`src/rtl/fp_pkg.sv`:
```
// fp_pkg: shared constants, state encoding and flag packing for the FP add/sub front end
package fp_pkg;
  localparam logic [31:0] CANON_NAN_S = 32'h7FC00000;
  typedef enum logic [2:0] {
    S_IDLE  = 3'd0,
    S_CHECK = 3'd1,
    S_ISSUE = 3'd2,
    S_WAIT  = 3'd3,
    S_RESP  = 3'd4
  } state_t;
  localparam int FLAG_NV = 4;
  localparam int FLAG_DZ = 3;
  localparam int FLAG_OF = 2;
  localparam int FLAG_UF = 1;
  localparam int FLAG_NX = 0;
  function automatic logic [4:0] mk_flags(input logic nv, input logic uf);
    logic [4:0] f;
    f = '0;
    f[FLAG_NV] = nv;
    f[FLAG_UF] = uf;
    return f;
  endfunction
endpackage

```
`src/rtl/fp_classify.sv`:
```
// fp_classify: decodes a binary32 operand into zero/inf/qNaN/sNaN/sign (x in; class bits out)
module fp_classify (
  input  logic [31:0] x,
  output logic        is_zero,
  output logic        is_inf,
  output logic        is_qnan,
  output logic        is_snan,
  output logic        sign
);
  logic exp_max, man_zero;
  assign exp_max  = &x[30:23];
  assign man_zero = ~|x[22:0];
  assign is_zero  = ~|x[30:0];
  assign is_inf   = exp_max & man_zero;
  assign is_qnan  = exp_max & x[22];
  assign is_snan  = exp_max & ~x[22] & ~man_zero;
  assign sign     = x[31];
endmodule

```
`src/rtl/fp_add_sub_ctrl.sv`:
```
// fp_add_sub_ctrl: req/resp front end for the FP add/sub core (req_* in, core_* to/from core, resp_* out)
module fp_add_sub_ctrl
  import fp_pkg::*;
#(
  parameter int TIMEOUT = 8
) (
  input  logic        clk,
  input  logic        reset,
  input  logic        req_valid,
  output logic        req_ready,
  input  logic [31:0] req_a,
  input  logic [31:0] req_b,
  input  logic        req_sub,
  output logic        core_start,
  output logic [31:0] core_a,
  output logic [31:0] core_b,
  input  logic        core_done,
  input  logic [31:0] core_result,
  input  logic        core_underflow,
  output logic        resp_valid,
  input  logic        resp_ready,
  output logic [31:0] resp_result,
  output logic [4:0]  resp_flags,
  output logic        resp_timeout
);
  state_t state;
  logic [3:0] cnt;
  logic a_zero, a_inf, a_qnan, a_snan, a_sign;
  logic b_zero, b_inf, b_qnan, b_snan, b_sign;
  logic special, sp_nv, any_nan, inf_inv;
  logic [31:0] sp_result;
  fp_classify u_cls_a (.x(core_a), .is_zero(a_zero), .is_inf(a_inf), .is_qnan(a_qnan), .is_snan(a_snan), .sign(a_sign));
  fp_classify u_cls_b (.x(core_b), .is_zero(b_zero), .is_inf(b_inf), .is_qnan(b_qnan), .is_snan(b_snan), .sign(b_sign));
  assign req_ready = state == S_IDLE;
  // core_b already carries the effective sign, so inf-inf is opposite-signed infinities
  always_comb begin
    any_nan   = a_snan | b_snan | a_qnan | b_qnan;
    inf_inv   = a_inf & b_inf & (a_sign ^ b_sign);
    special   = any_nan | a_inf | b_inf | (a_zero & b_zero);
    sp_nv     = a_snan | b_snan | (~(a_qnan | b_qnan) & inf_inv);
    sp_result = (any_nan | inf_inv) ? CANON_NAN_S :
                a_inf ? core_a :
                b_inf ? core_b :
                {a_sign & b_sign, 31'd0};
  end
  always_ff @(posedge clk) begin
    if (reset) begin
      state        <= S_IDLE;
      cnt          <= '0;
      core_start   <= 1'b0;
      core_a       <= '0;
      core_b       <= '0;
      resp_valid   <= 1'b0;
      resp_result  <= '0;
      resp_flags   <= '0;
      resp_timeout <= 1'b0;
    end else begin
      core_start <= 1'b0;
      case (state)
        S_IDLE: if (req_valid) begin
          core_a <= req_a;
          core_b <= {req_b[31] ^ req_sub, req_b[30:0]};
          state  <= S_CHECK;
        end
        S_CHECK: if (special) begin
          resp_result  <= sp_result;
          resp_flags   <= mk_flags(sp_nv, 1'b0);
          resp_timeout <= 1'b0;
          resp_valid   <= 1'b1;
          state        <= S_RESP;
        end else begin
          core_start <= 1'b1;
          state      <= S_ISSUE;
        end
        S_ISSUE: begin
          cnt   <= '0;
          state <= S_WAIT;
        end
        S_WAIT: if (core_done) begin
          resp_result  <= core_result;
          resp_flags   <= mk_flags(1'b0, core_underflow);
          resp_timeout <= 1'b0;
          resp_valid   <= 1'b1;
          state        <= S_RESP;
        end else if (cnt == 4'(TIMEOUT - 1)) begin
          resp_result  <= CANON_NAN_S;
          resp_flags   <= '0;
          resp_timeout <= 1'b1;
          resp_valid   <= 1'b1;
          state        <= S_RESP;
        end else begin
          cnt <= cnt + 4'd1;
        end
        S_RESP: if (resp_ready) begin
          resp_valid <= 1'b0;
          state      <= S_IDLE;
        end
        default: state <= S_IDLE;
      endcase
    end
  end
endmodule
```
`config.mk`:
```
export PLATFORM = sky130hd
export DESIGN_NAME = fp_add_sub_ctrl
export DESIGN_NICKNAME = d
export VERILOG_FILES = /design/src/rtl/fp_pkg.sv /design/src/rtl/fp_classify.sv /design/src/rtl/fp_add_sub_ctrl.sv
export SDC_FILE = /design/constraint.sdc
export NUM_CORES = 1
export LEC_CHECK = 0
export ABC_AREA = 1
export CORE_MARGIN = 2
export CORE_UTILIZATION = 45
export DETAILED_ROUTE_END_ITERATION = 12
export MAX_ROUTING_LAYER = met4
export PLACE_DENSITY = 0.95
export SLEW_MARGIN = 0
export SYNTH_ARGS = -nofsm -noshare
export SYNTH_HDL_FRONTEND = slang
export SYNTH_SLANG_ARGS = --single-unit
```
`constraint.sdc`:
```
create_clock -name clk -period 3.9 [get_ports clk]
set_input_delay 0.78 -clock clk [delete_from_list [all_inputs] [get_ports clk]]
set_output_delay 0.78 -clock clk [all_outputs]
set_load 0.02 [all_outputs]
```
# Word level (Yosys, flattened, before mapping)
# Index checks and enable logic that the tools add are counted.
# Widths: inputs -> output; s select.
[totals]
output_inout_bits = 105
ff_bits = 111
word_cells = 98
[op_classes]
n_mux = 29
n_reduce_logical = 20
addsub = 1
bitwise_logic = 28
n_eq_ne = 11
[op_table]
columns = ["operator", "count"]
rows = [
  ["$mux 32", 6],
  ["$pmux 32 s2", 1],
  ["$reduce_or 31->1", 2],
  ["$reduce_or 23->1", 2],
  ["$reduce_and 8->1", 2],
  ["$mux 3", 5],
  ["$mux 5", 3],
  ["$pmux 3 s5", 1],
  ["$and 1x1->1", 13],
  ["$ne 2x2->1 const B", 5],
  ["$pmux 5 s2", 1],
  ["$or 1x1->1", 9],
  ["$reduce_and 3->1", 3],
  ["$mux 4", 2],
  ["$pmux 4 s2", 1],
  ["$mux 1", 7],
  ["$eq 3x2->1 const B", 2],
  ["$add 4x1->4 const B", 1],
  ["$eq 4x3->1 const B", 1],
  ["$logic_not 1->1", 4],
  ["$not 1->1", 4],
  ["$reduce_and 4->1", 1],
  ["$reduce_bool 2->1", 2],
  ["$eq 3x1->1 const B", 1],
  ["9 further kinds", 10],
]

# Depth between registers and ports, before layout
[depth]
ltp_word = 11
depth_mapped = 13
mapped_depth_nobuf = 12

# Modules after synthesis
# From an unflattened synthesis, not the netlist that was laid out.
[hier_totals]
cells_unflattened = 913
hier_area_um2 = 5698.0
[by_module_without_submodules]
columns = ["module", "cells_per_inst", "n_inst", "seq_area_each_um2", "area_per_inst_um2"]
rows = [
  ["fp_add_sub_ctrl", 795, 1, 2162.1, 5220.0],
  ["fp_classify", 59, 2, 0.0, 239.0],
]

# Least setup slack after synthesis
# No wires, ideal clock.
[synth_path]
kind = "flip-flop to output port"
start = "reg state[0]"
end = "out req_ready"
stages_incl_launch_ff = 5
setup_slack_ps = 2031
t_required_ps = 3120
arrival_time_ps = 1089
path_buffers = 1
path_cell_list = "dfxtp_1 -> nor2_1 -> inv_1 -> nor2_1 -> clkbuf_1"
[synth_between]
elab_chain_cells = 1
[synth_rtl]
columns = ["element", "line", "rtl"]
rows = [
  ["start: declaration", "fp_add_sub_ctrl.sv:26", "state_t state;"],
  ["start signal: assignment", "fp_add_sub_ctrl.sv:48", "state <= S_IDLE;"],
  ["start signal: assignment", "fp_add_sub_ctrl.sv:63", "state <= S_CHECK;"],
  ["start signal: assignment", "fp_add_sub_ctrl.sv:70", "state <= S_RESP;"],
  ["$logic_not 3->1", "fp_add_sub_ctrl.sv:34", "assign req_ready = state == S_IDLE;"],
  ["end: declaration", "fp_add_sub_ctrl.sv:10", "output logic req_ready,"],
]
# No other way between the ends.

# Final worst setup path
# Ends and elaborated chain as after synthesis.

==> results.sh <==
export IMPL_hold_violations=0
export IMPL_crit_fanout=20
export IMPL_final_core_util_pct=69.41
export IMPL_gr_total_overflow=0
export IMPL_clk_latency_ns=0.36
export IMPL_synth_avg_cell_area_um2=7.069
export IMPL_synth_simple_area_share_pct=28.07
export IMPL_core_area_um2=9774
export IMPL_cts_resized=0
export IMPL_max_freq_mhz=351.0
export IMPL_p_total_mw=3.908
export IMPL_finish_net_count=926
export IMPL_cp_start_kind="flip-flop"
export IMPL_postCtsHoldBufs=0
export IMPL_area_growth_pct=49.49
export IMPL_slew_headroom_pct=42.00
export IMPL_cellPowerDensity_nw_per_um2=576.1
export IMPL_ff2ff_setup_slack_ns=1.16
export IMPL_num_rows=36
export IMPL_drt_iter0_drc=252
export IMPL_synth_seq_area_share_pct=47.64
export IMPL_r2r_start="state[1]"
export IMPL_vias=4941
export IMPL_layout_common_cells="202 x clkdlybuf4s50_1, 171 x nand2_1, 108 x dfxtp_1, 105 x a21oi_1, 65 x nand3_1"
export IMPL_wl_per_cell_um=14.50
export IMPL_postCtsSetupBuffers=0
export IMPL_crit_start="state[0]"
export IMPL_fin_cells=959
export IMPL_status="finished clean"
export IMPL_max_slew_worst_pin_slew_ns=0.8699
export IMPL_end_kind="output port"
export IMPL_cp_required_ns=3.12
export IMPL_regArea_um2=2162
export IMPL_dpl_cell_area_um2=6578
export IMPL_reg2reg_depth=11
export IMPL_worstSetupPathType="flip-flop to output port"
export IMPL_p_seq_share_pct=37.7
export IMPL_drc=0
export IMPL_syn_cell_area_um2=4538
export IMPL_finalInstanceArea_um2=6784
export IMPL_dr_pass1_iters=4
export IMPL_swShare_pct=40.93
export IMPL_cts_buffers=9
export IMPL_viasPerCell=5.152
export IMPL_timing_final_ws_setup_ns=1.051
export IMPL_cp_arrival_ns=2.07
export IMPL_grt_max_degree=84
export IMPL_drive_gt1_share_pct=4.116
export IMPL_die_y_um=104.4
export IMPL_peakVddDrop_v=0.0003507
export IMPL_power_leakage_nw=2.585
export IMPL_fill_cells=812
export IMPL_fin_setup_tns_ns=0
export IMPL_portBuffers=204
export IMPL_synthesis_instances=642
export IMPL_clk_pin_slew_ns=0.10
export IMPL_hold_ws_ns=0.4697
export IMPL_antenna_found_initial=0
export IMPL_clkPwrFrac_pct=18.1
export IMPL_maxCapViolations=0
export IMPL_antenna_left=0
export IMPL_drt_total_wl_um=13910
export IMPL_cts_tree="yes"
export IMPL_ys_ff_latch=108
export IMPL_place_inst=943
export IMPL_p_int_mw=2.309
export IMPL_diodes=0
export IMPL_power_frac_comb_pct=44.2
export IMPL_finalSetupViolCount=0
export IMPL_grt_pass1_vias=4680
export IMPL_min_period_ns=2.849
export IMPL_hold_path_class="flip-flop to flip-flop"
export IMPL_synth_compound_area_share_pct=15.27
export IMPL_synth_xor_area_share_pct=0.1930
export IMPL_async_flop_share_pct=0
export IMPL_grt_pass1_wl_um=22290
export IMPL_drv_slew=0
export IMPL_start_util_pct=46.43
export IMPL_r2r_end="resp_timeout"
export IMPL_multi_input_area_um2=2022
export IMPL_dp_hpwl_um=10020
export IMPL_synthMuxAreaShare_pct=0
export IMPL_synth_distinct_cells=23
export IMPL_synth_adder_area_share_pct=0.5514
export IMPL_track_usage_pct=25.56
export IMPL_routabilityCongestion=0.8492
export IMPL_ys_flop_type="dfxtp_1"
export IMPL_cts_root_buf="clkbuf_8"
export IMPL_htreeDepth=3
export IMPL_ys_warn_count=0
export IMPL_dieWidth_um=104.4
export IMPL_cts_sinks=108
export IMPL_dieArea_um2=10900
export IMPL_power_switching_mw=1.599
export IMPL_crit_end="req_ready"
export IMPL_final_common_cell="clkdlybuf4s50_1"
export IMPL_synth_top_family_by_area="simple AND/OR/NAND/NOR gates"
export IMPL_synth_enable_flop_cells=0
export IMPL_period_share_pct=73.06
export IMPL_clockBufferDepth=2
export IMPL_pin_count=208
export IMPL_fin_worst_skew_ns=0.01854
export IMPL_dp_slack_ns=1.020
export IMPL_rsz0062_at_grt="false"
==> power groups by stage <==
stage / logic (mW) / registers (mW) / clock network (mW)
6_report: 1.73 / 1.47 / 0.707
5_1_grt: 1.87 / 1.50 / 0.765
4_1_cts: 1.73 / 1.47 / 0.726
3_5_place_dp: 1.72 / 1.49 / 0
3_3_place_gp: 1.68 / 1.48 / 0
2_1_floorplan: 0.844 / 1.68 / 0
==> cells in the mapped netlist, types with 2 or more instances <==
library cell | count | area share, %
a21oi_1 | 105 | 12
buf_2 | 3 | 0.33
buf_4 | 5 | 0.83
buf_6 | 4 | 0.99
clkbuf_1 | 31 | 2.6
dfxtp_1 | 108 | 48
ha_1 | 2 | 0.55
inv_1 | 39 | 3.2
inv_2 | 3 | 0.25
nand2_1 | 172 | 14
nand3_1 | 65 | 7.2
nand4_1 | 4 | 0.55
nor2_1 | 53 | 4.4
nor2_2 | 3 | 0.41
nor3_1 | 6 | 0.66
o21ai_0 | 32 | 3.5
==> state kept, by name (all words and copies together) (netlist names) <==
signal        flops
cnt               4
core_b           32
resp_timeout      1
resp_valid        1
resp_flags        2
core_a           32
state             3
core_start        1
resp_result      32
==> how the worst min path moves through the flow <==
stage                         start               to  cells after the start
finish               resp_result[2]   resp_result[2]                      2
global route         resp_result[0]   resp_result[0]                      2
CTS                 resp_result[15]  resp_result[15]                      2
detailed placement   resp_result[2]   resp_result[2]                      2
global placement     resp_result[1]   resp_result[1]                      2
floorplan                    cnt[3]           cnt[3]                      2
==> layer usage <==
metal	GRT usage (%)	part of all wire, %
met5	-	0
met4	7.915	2.0
met3	4.198	5.6
met2	44.35	51
met1	30.27	42
==> cells by family (layout without fill, tap and decap cells) <==
| logic type | after synthesis | after routing |
|---|---|---|
| other | 1 | 3 |
| adder cells (fa/ha/maj) | 2 | 2 |
| flip-flops | 108 | 108 |
| AND/OR/NAND/NOR | 307 | 307 |
| buffers and inverters | 85 | 267 |
| XOR/XNOR | 1 | 1 |
| AO/OA/AOI/OAI | 138 | 138 |
==> final cells by class <==
| class | count | share of cell area, % |
|---|---|---|
| timing repair buffer | 209 | 30.51 |
| inverter | 42 | 2.324 |
| clock inverter | 6 | 1.014 |
| multi-input combinational | 451 | 29.80 |
| clock buffer | 10 | 2.029 |
| sequential | 108 | 31.87 |
| tap | 133 | 2.453 |
==> worst max-delay path: stages (launching register included) <==
cell,delay (ns)
dfxtp_1,0.35
nor2_1,0.13
inv_1,0.10
nor2_4,0.41
clkdlybuf4s50_1,0.71
Note: power is estimated with default switching activity, not from simulation.
